$ cat src/rtl/cbus_arb_pkg.sv
// Arbiter state encoding and grant-index width helper.
package cbus_arb_pkg;

    typedef enum logic {
        IDLE = 1'b0,
        BUSY = 1'b1
    } arb_state_t;

    function automatic int idx_w(input int n);
        return (n < 2) ? 1 : $clog2(n);
    endfunction

endpackage

$ cat src/rtl/cbus_pkg.sv
// Shared CBus request/response types used by the bus converters and arbiter.
package cbus_pkg;

    typedef struct packed {
        logic        valid;
        logic        is_write;
        logic [2:0]  size;
        logic [31:0] addr;
        logic [3:0]  strobe;
        logic [31:0] data;
        logic [7:0]  len;
    } cbus_req_t;

    typedef struct packed {
        logic        ready;
        logic        last;
        logic [31:0] data;
    } cbus_resp_t;

endpackage

$ cat src/rtl/cbus_arb_pick.sv
// Combinational winner picker: fixed priority, or rotating search from ptr
// when CBUS_ARB_RR_EN is defined.
module cbus_arb_pick
    import cbus_arb_pkg::*;
#(
    parameter  int NUM_REQ = 2,
    localparam int IDX_W   = idx_w(NUM_REQ)
) (
    input  logic [NUM_REQ-1:0] valid,
    input  logic [IDX_W-1:0]   ptr,
    output logic               any_valid,
    output logic [IDX_W-1:0]   winner
);

    logic             found;
    logic [IDX_W-1:0] idx;

`ifndef CBUS_ARB_RR_EN
    logic unused_ptr;
    assign unused_ptr = ^ptr;
`endif

    assign any_valid = |valid;

    always_comb begin
        winner = '0;
        found  = 1'b0;
        idx    = '0;
        for (int k = 0; k < NUM_REQ; k++) begin
`ifdef CBUS_ARB_RR_EN
            idx = IDX_W'((int'(ptr) + k) % NUM_REQ);
`else
            idx = IDX_W'(k);
`endif
            if (!found && valid[idx]) begin
                found  = 1'b1;
                winner = idx;
            end
        end
    end

endmodule

$ cat src/rtl/cbus_arbiter.sv
// Per-transaction CBus arbiter: grant held from first beat to last ack.
// Define CBUS_ARB_RR_EN for round-robin instead of fixed priority.
module cbus_arbiter
    import cbus_pkg::*;
    import cbus_arb_pkg::*;
#(
    parameter int NUM_REQ = 2
) (
    input  logic                         clk,
    input  logic                         resetn,
    input  cbus_req_t  [NUM_REQ-1:0]     ireqs,
    output cbus_resp_t [NUM_REQ-1:0]     iresps,
    output cbus_req_t                    oreq,
    input  cbus_resp_t                   oresp
);

    localparam int IDX_W = idx_w(NUM_REQ);

    arb_state_t         state;
    logic [IDX_W-1:0]   sel;
    logic [IDX_W-1:0]   ptr;
    logic [IDX_W-1:0]   winner;
    logic [NUM_REQ-1:0] valid_vec;
    logic               any_valid;
    logic               done;

    always_comb begin
        valid_vec = '0;
        for (int i = 0; i < NUM_REQ; i++) begin
            valid_vec[i] = ireqs[i].valid;
        end
    end

    cbus_arb_pick #(
        .NUM_REQ (NUM_REQ)
    ) u_pick (
        .valid     (valid_vec),
        .ptr       (ptr),
        .any_valid (any_valid),
        .winner    (winner)
    );

    assign done = (state == BUSY) && oresp.ready && oresp.last;

    always_ff @(posedge clk or negedge resetn) begin
        if (!resetn) begin
            state <= IDLE;
            sel   <= '0;
        end else begin
            unique case (state)
                IDLE: begin
                    if (any_valid) begin
                        sel   <= winner;
                        state <= BUSY;
                    end
                end
                BUSY: begin
                    if (done) begin
                        state <= IDLE;
                    end
                end
                default: state <= IDLE;
            endcase
        end
    end

`ifdef CBUS_ARB_RR_EN
    // Next search starts just past the requester that was served.
    always_ff @(posedge clk or negedge resetn) begin
        if (!resetn) begin
            ptr <= '0;
        end else if (done) begin
            ptr <= (sel == IDX_W'(NUM_REQ - 1)) ? '0 : sel + 1'b1;
        end
    end
`else
    assign ptr = '0;
`endif

    always_comb begin
        oreq   = '0;
        iresps = '0;
        if (state == BUSY) begin
            oreq        = ireqs[sel];
            iresps[sel] = oresp;
        end
    end

endmodule

$ cat config.mk
export PLATFORM = sky130hd
export DESIGN_NAME = cbus_arbiter
export DESIGN_NICKNAME = d
export VERILOG_FILES = /design/src/rtl/cbus_arb_pkg.sv /design/src/rtl/cbus_pkg.sv /design/src/rtl/cbus_arb_pick.sv /design/src/rtl/cbus_arbiter.sv
export SDC_FILE = /design/constraint.sdc
export NUM_CORES = 1
export LEC_CHECK = 0
export ABC_AREA = 0
export BUFFER_PORTS_ARGS = -buffer_cell sky130_fd_sc_hd__buf_2
export CAP_MARGIN = 5
export CORE_AREA = 2 2 134 136
export DETAILED_ROUTE_END_ITERATION = 12
export DIE_AREA = 0 0 136 138
export GPL_TIMING_DRIVEN = 0
export SLEW_MARGIN = 20
export SYNTH_ARGS = -nofsm -noshare
export SYNTH_HDL_FRONTEND = slang
export SYNTH_SLANG_ARGS = --single-unit
$ cat constraint.sdc
create_clock -name clk -period 3.2 [get_ports clk]
set_clock_uncertainty 0.15 [all_clocks]
set_input_delay 0 -clock clk [delete_from_list [all_inputs] [get_ports clk]]
set_output_delay 0 -clock clk [all_outputs]
set_load 0.05 [all_outputs]
==> impl_metrics.env <==
export IMPL_min_from="ireqs[161]"
export IMPL_min_to="sel$_DFFE_PN0P_"
export IMPL_grt_usage=0.0993
export IMPL_layout_drive_gt1_share=0.609
export IMPL_grt_pass1_vias=2853
export IMPL_wl_per_cell_um=12.0
export IMPL_critical_path_class="reg2out"
export IMPL_sw_frac_of_total=0.648
export IMPL_hold_violations=0
export IMPL_grt_pass1_wl_um=14700
export IMPL_r2r_end="state$_DFF_PN0_"
export IMPL_via_per_inst=3.70
export IMPL_ys_seq_area_frac=0.0253
export IMPL_gr_usage_met3=0.0165
export IMPL_wirelength_um=10200
export IMPL_layout_nets=821
export IMPL_status="finished, final reports clean"
export IMPL_worst_pin_slew_ns=0.453
export IMPL_leakage_nw=2.65
export IMPL_cts_tree="done"
export IMPL_htreeDepth=1
export IMPL_p_int_mw=0.821
export IMPL_p_seq_frac=0.014
export IMPL_pwr_share_comb=0.907
export IMPL_antenna_found_initial=0
export IMPL_holdPathStages=3
export IMPL_die_w_um=136
export IMPL_grt_max_degree=11
export IMPL_cts_sinks=2
export IMPL_slew_violations=0
export IMPL_finalCriticalPeriod_ns=1.83
export IMPL_cts_root_buf="clkbuf_16"
export IMPL_fillers=1977
export IMPL_syn_instance_count=267
export IMPL_io_pins=347
export IMPL_clock_path_buffers=2
export IMPL_dp_final_hpwl_um=8820
export IMPL_power_density_nw_per_um2=567
export IMPL_vias=3143
export IMPL_drtPass1Iterations=4
export IMPL_start_util=0.113
export IMPL_diodes=0
export IMPL_mostFrequentLayoutCells="346 x buf_2, 82 x nor2_1, 81 x mux2i_1"
export IMPL_dieArea_um2=18800
export IMPL_end_kind="primary output"
export IMPL_ys_types=19
export IMPL_gp_congestion=0.784
export IMPL_cp_start_kind="flop"
export IMPL_reg2reg_depth=3
export IMPL_clk_pin_slew_worst_paths_ns=0.03
export IMPL_syn_area_um2=1970
export IMPL_drt_initial_drc_count=105
export IMPL_worstPathArrival_ns=1.68
export IMPL_reg2reg_from="state$_DFF_PN0_"
export IMPL_r2r_setup_slack_ns=1.51
export IMPL_gr_max_usage_layer="met2"
export IMPL_maxCapViolations=0
export IMPL_finalCritPeriodShare=0.571
export IMPL_tns_ns=0
export IMPL_drcViolationCount=0
export IMPL_postCtsSetupRepairBufs=0
export IMPL_antenna_left=0
export IMPL_die_h_um=138
export IMPL_clock_latency_ns=0.22
export IMPL_synth_seq_cells=2
export IMPL_syn_nets=465
export IMPL_numCtsBuffers=3
export IMPL_num_rows=49
export IMPL_crit_path_max_fanout=10
export IMPL_holdWs_ns=0.0459
export IMPL_clock_fmax_mhz=548
export IMPL_synthToLayoutAreaGrowth_pct=109
export IMPL_grt_use_met2=0.193
export IMPL_final_common_cell="buf_2"
export IMPL_port_buffers=346
export IMPL_rsz0062_at_grt="false"
export IMPL_grtUsageMet1=0.111
export IMPL_hp_class="in2reg"
export IMPL_setup_viol=0
export IMPL_slew_headroom=0.698
export IMPL_cp_required_ns=3.05
export IMPL_grt_overflow=0
export IMPL_coreArea_um2=17500
export IMPL_peakVddDrop_mv=0.196
export IMPL_avgSynthCellArea_um2=7.39
export IMPL_p_sw_mw=1.51
export IMPL_synth_warnings=0
export IMPL_p_clk_frac=0.080
routing by layer:
metal | wire length, um | part of all wire
met5 | 0 | 0
met4 | 70 | 0.0069
met3 | 815 | 0.080
met2 | 5230 | 0.51
met1 | 4080 | 0.40
synthesized netlist by cell type (all sizes together):
cell      n  area (um2)
buf      24         305
dfrtp     2        50.1
nand2     1        3.75
mux2i    81         811
a31oi     1        6.26
inv       1        3.75
nor3      1        5.00
a2bb2oi   1        15.0
nor2     82         308
and2     33         206
and2b     1        7.51
and3     34         213
nor2b     1        13.8
clkbuf    4        26.3
state kept, by name, indices dropped and copies added (netlist names):
name and flops:
sel 1, state 1
metrics by stage:
| step | area (um2) | utilization | total power [mW] | worst slack [ns] | instances |
|---|---|---|---|---|---|
| 2_1_floorplan | 1970 | - | 1.67 | 1.60 | 267 |
| 3_3_place_gp | 3990 | 0.228 | 2.15 | 1.53 | 842 |
| 3_5_place_dp | 3990 | 0.228 | 2.16 | 1.55 | 842 |
| 4_1_cts | 4110 | 0.234 | 2.36 | 1.31 | 849 |
| 5_1_grt | 4120 | 0.235 | 2.46 | 1.26 | 850 |
| 6_report | 4120 | 0.235 | 2.33 | 1.37 | 850 |
cell families after synthesis:
kind of cell,share of synthesized area
muxes,0.411
buffers and inverters,0.170
and+or+nand+nor,0.383
AOI/OAI and AO/OA,0.0108
DFF,0.0253
cell type report:
type | count | area, um2 | area share
Tap cell | 229 | 287 | 0.0696
Clock buffer | 3 | 75.1 | 0.0182
Timing Repair Buffer | 351 | 1780 | 0.433
Buffer | 28 | 332 | 0.0805
Multi-Input combinational cell | 236 | 1590 | 0.386
Inverter | 1 | 3.75 | 0.000912
Sequential cell | 2 | 50.0 | 0.0122
how the worst max path moves through the flow:
| stage | slack [ns] | cells after the start | start | endpoint |
|---|---|---|---|---|
| after floorplan | 1.60 | 4 | sel$_DFFE_PN0P_ | iresps[32] |
| after global placement | 1.53 | 5 | state$_DFF_PN0_ | oreq[48] |
| after detailed placement | 1.55 | 5 | sel$_DFFE_PN0P_ | oreq[54] |
| after CTS | 1.31 | 5 | state$_DFF_PN0_ | oreq[48] |
| after global routing | 1.26 | 5 | state$_DFF_PN0_ | oreq[43] |
| final | 1.37 | 5 | state$_DFF_PN0_ | oreq[48] |
what timing repair did:
item | in CTS | in global routing
hold endpoints to repair | 4 | 2
hold buffers | 4 | 1
resized for setup | 0 | 0
power by group through the flow:
stage	clock [mW]	combinational, mW	sequential (mW)
after CTS	0.191	2.13	0.0321
after floorplan	0	1.64	0.0315
after global placement	0	2.12	0.0321
final	0.186	2.11	0.0320
after detailed placement	0	2.12	0.0323
after global routing	0.193	2.23	0.0327
worst max-delay path: stages, from the launching register on:
cell and delay (ns):
dfrtp_1 0.41, buf_4 0.19, inv_2 0.35, buf_6 0.22, nor2_1 0.07, buf_2 0.21
Power figures use the tool's default switching activity.
